[src/rtl/q2fsm_pkg.sv]
// Shared types and combinational helpers for the time-multiplexed w-sequence detector.
package q2fsm_pkg;

  localparam int unsigned STATE_W = 3;

  typedef enum logic [STATE_W-1:0] {
    ST_A = 3'd0,
    ST_B = 3'd1,
    ST_C = 3'd2,
    ST_D = 3'd3,
    ST_E = 3'd4,
    ST_F = 3'd5
  } state_e;

  // Codes 6 and 7 fall to A so a corrupted context recovers on its next sample.
  function automatic state_e next_state(input logic [STATE_W-1:0] s, input logic w);
    state_e n;
    n = ST_A;
    case (s)
      ST_A:    n = w ? ST_B : ST_A;
      ST_B:    n = w ? ST_C : ST_D;
      ST_C:    n = w ? ST_E : ST_D;
      ST_D:    n = w ? ST_F : ST_A;
      ST_E:    n = w ? ST_E : ST_D;
      ST_F:    n = w ? ST_C : ST_D;
      default: n = ST_A;
    endcase
    return n;
  endfunction

  function automatic logic is_match(input logic [STATE_W-1:0] s);
    return (s == ST_E) || (s == ST_F);
  endfunction

endpackage

[src/rtl/q2fsm_rr_arb.sv]
// N-way round-robin arbiter; pointer moves one past the winner only when advance is high.
module q2fsm_rr_arb #(
  parameter int unsigned N = 4
) (
  input  logic                 clk,
  input  logic                 reset,
  input  logic [N-1:0]         req,
  input  logic                 advance,
  output logic [N-1:0]         gnt,
  output logic [$clog2(N)-1:0] gnt_idx
);

  localparam int unsigned IDX_W = $clog2(N);
  localparam int unsigned SUM_W = IDX_W + 1;
  localparam logic [SUM_W-1:0] N_SUM = SUM_W'(N);

  logic [IDX_W-1:0] ptr_q;
  logic [IDX_W-1:0] ptr_d;
  logic [SUM_W-1:0] cand_sum;
  logic [SUM_W-1:0] inc_sum;
  logic             found;

  // First requester at or after the pointer, wrapping modulo N.
  always_comb begin
    gnt      = '0;
    gnt_idx  = '0;
    found    = 1'b0;
    cand_sum = '0;
    for (int unsigned k = 0; k < N; k++) begin
      cand_sum = {1'b0, ptr_q} + SUM_W'(k);
      if (cand_sum >= N_SUM) cand_sum = cand_sum - N_SUM;
      if (!found && req[cand_sum[IDX_W-1:0]]) begin
        found                      = 1'b1;
        gnt[cand_sum[IDX_W-1:0]]   = 1'b1;
        gnt_idx                    = cand_sum[IDX_W-1:0];
      end
    end
  end

  always_comb begin
    ptr_d   = ptr_q;
    inc_sum = {1'b0, gnt_idx} + SUM_W'(1);
    if (advance) ptr_d = (inc_sum == N_SUM) ? '0 : inc_sum[IDX_W-1:0];
  end

  always_ff @(posedge clk) begin
    if (reset) ptr_q <= '0;
    else       ptr_q <= ptr_d;
  end

endmodule

[src/rtl/q2fsm_ctx_sched.sv]
// Shares one six-state w-sequence detector among N channels by saving per-channel contexts
// and advancing one granted channel per cycle.
module q2fsm_ctx_sched
  import q2fsm_pkg::*;
#(
  parameter int unsigned N = 4
) (
  input  logic                 clk,
  input  logic                 reset,
  input  logic [N-1:0]         in_valid,
  input  logic [N-1:0]         in_w,
  output logic [N-1:0]         in_ready,
  input  logic [N-1:0]         flush,
  output logic                 out_valid,
  output logic [$clog2(N)-1:0] out_chan,
  output logic                 out_z,
  output logic [N-1:0]         z_vec
);

  localparam int unsigned IDX_W = $clog2(N);

  state_e           ctx_q [N];
  state_e           ctx_d [N];
  logic [N-1:0]     req;
  logic [N-1:0]     gnt;
  logic [IDX_W-1:0] gnt_idx;
  logic             grant_any;
  state_e           sel_nxt;

  logic             out_valid_q, out_valid_d;
  logic [IDX_W-1:0] out_chan_q, out_chan_d;
  logic             out_z_q, out_z_d;
  logic [N-1:0]     z_vec_q, z_vec_d;

  // Flush beats a grant on the same channel; reset blocks every grant.
  assign req       = in_valid & ~flush & {N{~reset}};
  assign grant_any = |gnt;
  assign in_ready  = gnt;

  q2fsm_rr_arb #(.N(N)) u_arb (
    .clk     (clk),
    .reset   (reset),
    .req     (req),
    .advance (grant_any),
    .gnt     (gnt),
    .gnt_idx (gnt_idx)
  );

  always_comb sel_nxt = next_state(ctx_q[gnt_idx], in_w[gnt_idx]);

  always_comb begin
    for (int i = 0; i < N; i++) begin
      ctx_d[i] = ctx_q[i];
      if (flush[i])    ctx_d[i] = ST_A;
      else if (gnt[i]) ctx_d[i] = sel_nxt;
    end
  end

  // z_vec is registered from the next contexts so it lines up with out_*.
  always_comb begin
    z_vec_d     = '0;
    out_valid_d = grant_any;
    out_chan_d  = out_chan_q;
    out_z_d     = out_z_q;
    if (grant_any) begin
      out_chan_d = gnt_idx;
      out_z_d    = is_match(sel_nxt);
    end
    for (int i = 0; i < N; i++) z_vec_d[i] = is_match(ctx_d[i]);
  end

  always_ff @(posedge clk) begin
    if (reset) begin
      for (int i = 0; i < N; i++) ctx_q[i] <= ST_A;
      out_valid_q <= 1'b0;
      out_chan_q  <= '0;
      out_z_q     <= 1'b0;
      z_vec_q     <= '0;
    end else begin
      for (int i = 0; i < N; i++) ctx_q[i] <= ctx_d[i];
      out_valid_q <= out_valid_d;
      out_chan_q  <= out_chan_d;
      out_z_q     <= out_z_d;
      z_vec_q     <= z_vec_d;
    end
  end

  assign out_valid = out_valid_q;
  assign out_chan  = out_chan_q;
  assign out_z     = out_z_q;
  assign z_vec     = z_vec_q;

endmodule

[config.mk]
export PLATFORM = sky130hd
export DESIGN_NAME = q2fsm_ctx_sched
export DESIGN_NICKNAME = d
export VERILOG_FILES = /design/src/rtl/q2fsm_pkg.sv /design/src/rtl/q2fsm_rr_arb.sv /design/src/rtl/q2fsm_ctx_sched.sv
export SDC_FILE = /design/constraint.sdc
export NUM_CORES = 1
export LEC_CHECK = 0
export BUFFER_PORTS_ARGS = -buffer_cell sky130_fd_sc_hd__buf_2
export CAP_MARGIN = 40
export CORE_MARGIN = 4
export CORE_UTILIZATION = 61
export CTS_BUF_LIST = sky130_fd_sc_hd__clkbuf_8
export DETAILED_ROUTE_END_ITERATION = 12
export PLACE_DENSITY_LB_ADDON = 0.25
export SKIP_LAST_GASP = 1
export SYNTH_ARGS = -nofsm -noshare
export SYNTH_HDL_FRONTEND = slang
export SYNTH_HIERARCHICAL = 1
export SYNTH_SLANG_ARGS = --single-unit
[constraint.sdc]
create_clock -name clk -period 10.25 [get_ports clk]
set_clock_uncertainty 0.2 [all_clocks]
set_input_delay 2.05 -clock clk [delete_from_list [all_inputs] [get_ports clk]]
set_output_delay 2.05 -clock clk [all_outputs]
set_load 0.01 [all_outputs]
### Word level (Yosys, flattened, before mapping)

Memories as Yosys holds them, arrays and structs flattened.
Cells that the tools add are included.

* reduce and logical (&&, ||, !) cells: 19
* bitwise operators: 11
* eq/ne operators: 16
* muxes and demuxes: 54
* $add $sub $neg: 8
* order comparisons: 13

Operator list (count)
* $mux W3: 14
* $eq A3 B3 Y1 const B: 13
* $mux W2: 9
* $mux W1: 17
* $mux W4: 4
* $lt A2 B3 Y1 const B: 5
* $or A4 B4 Y4: 3
* $pmux W3 S4: 1
* $bmux W1 S2: 5
* $ge A3 B3 Y1 const B: 3
* $and A4 B4 Y4: 2
* $demux W1 S2: 4
* $ge A2 B1 Y1 const B: 4
* $sub A2 B1 Y2 const B: 4
* $logic_and A1 B1 Y1: 7
* $add A2 B1 Y3 const B: 2
* $add A2 B2 Y3 const B: 2
* $eq A3 B2 Y1 const B: 2
* $logic_or A1 B1 Y1: 5
* $not A4 Y4: 1
* $or A1 B1 Y1: 4
* $reduce_or A2 Y1: 2
* $reduce_or A4 Y1: 1
* $eq A3 B1 Y1 const B: 1
* other kinds (4): 6

* memories kept: 1
* bits in writable memories: 12
* output and inout bits: 12
* bits of input ports: 14
* flip-flop bits (word level): 10
* logic and storage cells: 127

Memories
* ctx_q: words 4, width 3, rd ports 5, clocked after memory_dff 0, wr ports 4, line q2fsm_ctx_sched.sv:22 `state_e ctx_q [N];`

### Longest topological paths before layout

Gate-level depths: netlist of the first run.

* depth in word-level cells: 23
* gate-level depth with buffers: 12
* mapped depth without buffers: 11

### Cells and area by module

The synthesis of the first run kept the hierarchy.

Modules (own cells, without submodules)
* q2fsm_ctx_sched: instances 1, area each 930.9 um^2, cells each 92, seq. area each 400.4 um^2
* q2fsm_rr_arb: instances 1, area each 475.5 um^2, cells each 47, seq. area each 40.0 um^2

### Worst setup path after synthesis of the first run

Ideal clock, no wire load.

* kind: in2out
* from: input reset
* to: output in_ready[1]
* path slack: 4.027 ns
* data required time: 8.000 ns
* arrival time: 3.973 ns
* path buffers: 1
* stages on the path: 7
* cell sequence: clkbuf_1 nor2_1 and2_1 mux4_1 nor4b_4 a22oi_1 o21ai_1

* longest elaborated chain between the ends: 14
* elaborated cells on any way between the ends: 26
* those cells by class: 15 x mux; 5 x bitwise; 6 x reduce/logical

Ends and longest elaborated chain
* from (decl): line q2fsm_ctx_sched.sv:9 `input logic reset,`
* $not A1 Y1 (*): line q2fsm_ctx_sched.sv:36 `assign req = in_valid & ~flush & {N{~reset}};`
* $and A4 B4 Y4 (*): line q2fsm_ctx_sched.sv:36
* net req[2]: line q2fsm_ctx_sched.sv:24 `logic [N-1:0] req;`
* $bmux W1 S2: line q2fsm_rr_arb.sv:32 `if (!found && req[cand_sum[IDX_W-1:0]]) begin`
* $mux W1 (implied by the code): line q2fsm_rr_arb.sv:32
* $mux W1: line q2fsm_rr_arb.sv:32
* $logic_not A1 Y1: line q2fsm_rr_arb.sv:32
* $logic_and A1 B1 Y1: line q2fsm_rr_arb.sv:32
* $mux W1: line q2fsm_rr_arb.sv:32
* $logic_not A1 Y1: line q2fsm_rr_arb.sv:32
* $logic_and A1 B1 Y1: line q2fsm_rr_arb.sv:32
* $mux W1: line q2fsm_rr_arb.sv:32
* $logic_not A1 Y1: line q2fsm_rr_arb.sv:32
* $logic_and A1 B1 Y1: line q2fsm_rr_arb.sv:32
* $mux W4 (*): line q2fsm_rr_arb.sv:32
* to (decl): line q2fsm_ctx_sched.sv:12 `output logic [N-1:0] in_ready,`

Mark *: on every way through the listed nets, which the timed path passes. The rest lies on a longest branch. The select of a mux whose other input is x is not followed.

### Worst setup path after layout of the first run

Ends and elaborated chain as after synthesis.

==> results of run 1 <==
==> kinds of logic (layout without fill, tap and decap cells) <==
family,Yosys count,count (layout),synth area share
AO/OA/AOI/OAI,47,47,0.2198
XOR/XNOR,1,1,0.006229
adder cells (fa/ha/maj),6,6,0.05338
buffers and inverters,8,34,0.03203
flip-flops,22,22,0.3132
multiplexers,13,13,0.1699
AND/OR/NAND/NOR,42,42,0.2055
==> layout by cell type, fill, tap and decap left out, drive strengths merged <==
cell	count
o31ai	1
inv	4
a22oi	8
clkbuf	3
o22ai	4
nor4b	2
a211oi	1
xnor2	1
buf	26
nor4	1
and2	4
mux2i	4
nor2b	5
o21ai	17
mux4	8
or4	1
a21oi	5
bufinv	1
nor2	13
nand2b	5
nand3b	2
a31oi	6
ha	6
nand2	4
o32ai	4
a2bb2oi	1
dfxtp	22
mux2	1
nor3b	4
nor3	1
==> worst reg2reg max path: cells and delay by family (launching register included) <==
family,cells,cell delay (ns)
AO/OA/AOI/OAI,3,0.83
adder cells (fa/ha/maj),1,0.40
buffers and inverters,1,0.19
multiplexers,2,0.97
flip-flops,1,0.64
AND/OR/NAND/NOR,3,0.99
==> final timing paths <==
| kind | startpoint | slack, ns | to |
|---|---|---|---|
| setup / recovery | reset | 3.32 | in_ready[1] |
| hold / removal | out_z | 0.29 | out_z |
| setup reg to reg | u_arb/ptr_q[0] | 5.89 | ctx_q[3][1] |
| hold reg to reg | out_z | 0.29 | out_z |
==> power breakdown <==
group          leakage (µW)  internal, µW  switching [µW]
combinational      0.000416          89.7             123
clock             0.0000357          52.1            27.5
sequential         0.000178          97.1            14.2
==> per-layer routing <==
layer  wire length (µm)  vias to the layer above  part of all wire  global-route usage
met4                 53                        0             0.015             0.07797
met5                  0                        -                 0                   0
met2               1840                       57              0.53              0.4174
met3                212                        8             0.061             0.07193
li1                   -                      592                 -                   -
met1               1360                      632              0.39              0.2612
==> sequential cells by signal, indices dropped and copies added (netlist names) <==
signal / flops
ctx_q: 12
z_vec: 4
out_chan: 2
u_arb/ptr_q: 2
out_valid: 1
out_z: 1
==> area by class of cell <==
cell class                 instances  area [µm²]
sequential                        22       440.4
multi-input combinational        109       920.9
inverter                           4       15.01
clock buffer                       3       41.29
clock inverter                     1       30.03
fill                             167       596.8
tap                               28       35.03
timing repair buffer              26       132.6
==> metrics by stage <==
stage,utilization,cell area (µm²),hold WS [ns]
3_5_place_dp,0.6980,1544,0.2734
5_1_grt,0.7302,1615,0.3079
3_3_place_gp,0.6980,1544,0.2743
2_1_floorplan,-,1406,0.2452
6_report,0.7302,1615,0.2855
4_1_cts,0.7302,1615,0.2876
==> impl_metrics.tcl, run 1 <==
set metrics [dict create \
    diodes 0 \
    critPathTopFamily "simple AND/OR/NAND/NOR gates" \
    cts_buffers 3 \
    fin_crit_sh 0.6759 \
    cts_resized 0 \
    wl_per_cell_um 17.95 \
    grt_pass1_wl_um 5796 \
    place.gp.congestion 0.9023 \
    fmax_ghz 0.1443 \
    slew_headroom 0.5308 \
    grt_remaining_overflow 0 \
    ys_types 36 \
    drtPass1Iterations 4 \
    start_util 0.6357 \
    timing.final.hold_violations 0 \
    grt_max_degree 16 \
    avgSynthCellArea_um2 10.12 \
    die_w_um 56.02 \
    track_usage 0.2338 \
    finalSetupViolCount 0 \
    place_ws_ns 3.376 \
    synth_cells 139 \
    synth_edf_count 0 \
    insertion_delay_ns 0.26 \
    synth.area.top_cells "dfxtp_1 (31%), mux4_2 (9.6%), ha_1 (5.3%)" \
    port_buffers 25 \
    synth_nets 159 \
    cts_tree "yes" \
    row_count 17 \
    cts_sinks 22 \
    h-tree-depth 1 \
    seq_area_frac_synth 0.3132 \
    post_cts_buffers 0 \
    vias_per_cell 6.679 \
    tightest_slew_ns 0.7038 \
    ys_ff_latch 22 \
    crit_cells 8 \
    synth_top_cell_area_share 0.3132 \
    p_leak_uw 0.0006295 \
    cp_cell_sequence "buf_2, nor2_1, and2_1, mux4_1, nor4b_4, a22oi_1, o21ai_1, buf_2" \
    maxCapViolCount 0 \
    cts.clk_slew.worst_paths_ns 0.08 \
    drt_wl_total_um 3465 \
    power.total_uw 403.5 \
    finalSetupTns_ns 0 \
    die-area_um2 3138 \
    ff2ff_path_depth 10 \
    dp.final_hpwl_um 2631 \
    outcome "finished, final reports clean" \
    instances_no_fill 193 \
    die_y_um 56.02 \
    critPathMostFrequentCell "buf_2" \
    setup_slack_ns 3.322 \
    whs_path_depth 2 \
    period_needed_ns 6.928 \
    cpMaxStageDelayCell "mux4_1" \
    worstSetupPathType "primary input to output pin" \
    drt_iter0_drc 47 \
    grt_setup_unrepaired "false" \
    required_ns 8.00 \
    worstHoldPathType "register to register" \
    peakVddDrop_v 0.0001676 \
    grt_pass1_vias 1243 \
    ys.flop_type "dfxtp_1" \
    ctsHoldBuffers 0 \
    yosysMostFrequentCell "dfxtp_1" \
    drive_gt1_frac 0.2788 \
    ant_nets 0 \
    yosys-top-cells-count "dfxtp_1 (22), nor2_1 (13), o21ai_0 (10)" \
    place_inst 189 \
    synthArstFlopShare 0 \
    start_kind "primary input" \
    root_buffer "clkbuf_8" \
    worstPathMaxFanout 15 \
    slew_viol_final 0 \
    num_io_pins 26 \
    worstSetupEndpointType "output pin" \
    num_vias 1289 \
    nets 186 \
    syn_to_final_growth_pct 14.86 \
    core_um2 2212 \
    antenna_found_initial 0 \
    cellPowerDensity_nw_per_um2 249.8 \
    slowest_delay_ns 0.76 \
    crit_buf_inv 2 \
    synth_top_cell_by_area "dfxtp_1" \
    synth_area_um2 1406 \
    drcViolationCount 0 \
    arrival_ns 4.68 \
    yosys_warnings 6 \
    cts_buffer_depth 2 \
]
(Power assumes the default switching activity.)
==> run 2, diff against run 1 <==
--- a/config.mk
+++ b/config.mk
@@ -5,10 +5,12 @@
 export SDC_FILE = /design/constraint.sdc
 export NUM_CORES = 1
 export LEC_CHECK = 0
+export ABC_AREA = 1
 export BUFFER_PORTS_ARGS = -buffer_cell sky130_fd_sc_hd__buf_2
 export CAP_MARGIN = 40
+export CORE_ASPECT_RATIO = 0.5
 export CORE_MARGIN = 4
-export CORE_UTILIZATION = 61
+export CORE_UTILIZATION = 58
 export CTS_BUF_LIST = sky130_fd_sc_hd__clkbuf_8
 export DETAILED_ROUTE_END_ITERATION = 12
 export PLACE_DENSITY_LB_ADDON = 0.25
==> constraint.sdc (replaced) <==
create_clock -name clk -period 6.9 [get_ports clk]
set_clock_uncertainty 0.2 [all_clocks]
set_input_delay 1.38 -clock clk [delete_from_list [all_inputs] [get_ports clk]]
set_output_delay 1.38 -clock clk [all_outputs]
set_load 0.01 [all_outputs]
==> run 2 against run 1 <==
  * Critical path depth increased by 5
  * Worst setup slack got worse by 1.1 ns
  * Non-clock buffer count decreased by 1
  * Sequential power increased by 67%
  * Global-route usage decreased by 0.19 points
  * Register-to-register slack got worse by 2.6 ns
  * Sequential share of layout area decreased by 3.2 points
  * Combinational power increased to 3.0 times the previous value
  * Cell count increased by 65%
  * Routed wire length increased by 14%
  * Critical path type unchanged
  * Critical endpoint is now in_ready[3]
==> impl_metrics.tcl, run 2 <==
set metrics [dict create \
    slew_headroom 0.4682 \
    avgSynthCellArea_um2 6.345 \
    ys.flop_type "dfxtp_1" \
    worstPathMaxFanout 8 \
    insertion_delay_ns 0.27 \
    drive_gt1_frac 0.2171 \
    clockPowerShare 0.129 \
    finalSetupViolCount 0 \
    root_buffer "clkbuf_8" \
    track_usage 0.2319 \
    start_kind "primary input" \
    tightest_slew_ns 0.7941 \
    synth_top_cell_by_area "dfxtp_1" \
    cts.clk_slew.worst_paths_ns 0.08 \
    cts_resized 0 \
    slew_viol_final 0 \
    ctsHoldBuffers 0 \
    drt_wl_total_um 3938 \
    cellPowerDensity_nw_per_um2 513.6 \
    cts_buffers 3 \
    synth_area_um2 1612 \
    core_um2 2619 \
    diodes 0 \
    syn_to_final_growth_pct 13.66 \
    synth_edf_count 0 \
    power.switching_uw 502.1 \
    arrival_ns 3.12 \
    grt_remaining_overflow 0 \
    die_y_um 45.28 \
    grt_pass1_wl_um 6617 \
    grt_max_degree 14 \
    grt_pass1_vias 1438 \
    worstSetupPathType "primary input to output pin" \
    antenna_found_initial 0 \
    cts_sinks 22 \
    required_ns 5.32 \
    drtPass1Iterations 4 \
    fmax_ghz 0.2126 \
    vias_per_cell 5.186 \
    period_needed_ns 4.703 \
    p_seq_frac 0.196 \
    die_w_um 82.55 \
    row_count 13 \
    yosys_warnings 6 \
    ys_types 25 \
    setup_slack_ns 2.197 \
    dp.final_hpwl_um 2984 \
    num_io_pins 26 \
    place.gp.congestion 0.9456 \
    top_register "ctx_q" \
    synthArstFlopShare 0 \
    num_vias 1649 \
    combPwrFrac 0.675 \
    place_ws_ns 2.230 \
    cts_buffer_depth 2 \
    synth_nets 274 \
    worstSetupEndpointType "output pin" \
    ys_ff_latch 22 \
    wl_per_cell_um 12.38 \
    h-tree-depth 1 \
    synth.area.top_cells "dfxtp_1 (27%), nand2_1 (19%), nand3_1 (7.5%)" \
    peakVddDrop_v 0.0003451 \
    final_common_cell "nand2_1" \
    fin_crit_sh 0.6816 \
    outcome "finished, final reports clean" \
    synth_top_cell_area_share 0.2733 \
    drt_iter0_drc 97 \
    maxCapViolCount 0 \
    worstHoldPathType "register to register" \
    final_cell_mix "nand2_1 (81), inv_1 (29), nor2_1 (27)" \
    p_leak_uw 0.001000 \
    ant_nets 0 \
    start_util 0.6154 \
    power_switching_share 0.5337 \
    seq_area_frac_synth 0.2733 \
    yosys-top-cells-count "nand2_1 (81), inv_1 (29), nor2_1 (27)" \
    grt_setup_unrepaired "false" \
    post_cts_buffers 0 \
    yosysMostFrequentCell "nand2_1" \
    p_int_uw 438.7 \
    cts_tree "yes" \
    synth_cells 254 \
    port_buffers 25 \
    timing.final.hold_violations 0 \
    largest_reg_flops 12 \
    nets 302 \
    finalSetupTns_ns 0 \
    drcViolationCount 0 \
    die-area_um2 3737 \
]
[run 2: cell families (layout without fill, tap and decap cells)]
| logic type | Yosys count | after routing | synth area share |
|---|---|---|---|
| adder cells (fa/ha/maj) | 6 | 6 | 0.04658 |
| buffers and inverters | 37 | 64 | 0.1033 |
| flip-flops | 22 | 22 | 0.2733 |
| AO/OA/AOI/OAI | 27 | 27 | 0.09084 |
| AND/OR/NAND/NOR | 162 | 162 | 0.4860 |
[run 2: worst paths after layout]
check / start / to / slack (ns) / cells past startpoint
hold / removal: out_chan[1] / out_chan[1] / 0.34 / 2
hold reg to reg: out_chan[1] / out_chan[1] / 0.34 / 2
setup reg to reg: u_arb/ptr_q[0] / ctx_q[0][0] / 3.27 / 20
setup / recovery: flush[2] / in_ready[3] / 2.20 / 13
[run 2: layout make-up]
type | count | area [µm²]
clock buffers | 3 | 41.29
clock inverters | 1 | 30.03
inverters | 35 | 143.9
multi-input cells | 195 | 1005
repair buffers | 25 | 125.1
well taps | 37 | 46.29
flip-flops and latches | 22 | 440.4
fillers | 237 | 787.0
[run 2: critical path, cell delays in order]
cell,delay [ns]
buf_2,0.10
inv_1,0.06
nand2_1,0.05
nor2_1,0.27
inv_1,0.08
nand2_1,0.09
nand3_1,0.11
nand2_1,0.14
nand2_1,0.10
o21ai_0,0.16
a21oi_1,0.06
o21ai_1,0.29
buf_2,0.23
[run 2: per-stage QoR]
step	utilization	hold slack [ns]	std cells	power, µW	instance area (µm²)
3_3_place_gp	0.6722	0.3210	314	788.1	1760
5_1_grt	0.6995	0.3771	318	1026	1832
6_report	0.6995	0.3445	318	940.7	1832
3_5_place_dp	0.6722	0.3264	314	802.6	1760
4_1_cts	0.6995	0.3463	318	933.6	1832
2_1_floorplan	-	0.3039	254	683.3	1612
[run 2: power groups by stage]
stage	registers (µW)	clock network, µW	logic (µW)
after floorplan	182	0	501
after global placement	186	0	603
after detailed placement	187	0	616
after CTS	184	123	626
after global routing	189	129	708
final	185	121	635
[run 2: routing by layer]
| metal | vias up | track usage | part of all wire |
|---|---|---|---|
| met3 | 4 | 0.03785 | 0.043 |
| li1 | 860 | - | - |
| met4 | 0 | 0.06515 | 0.0096 |
| met2 | 35 | 0.3869 | 0.47 |
| met5 | - | 0 | 0 |
| met1 | 750 | 0.3133 | 0.47 |
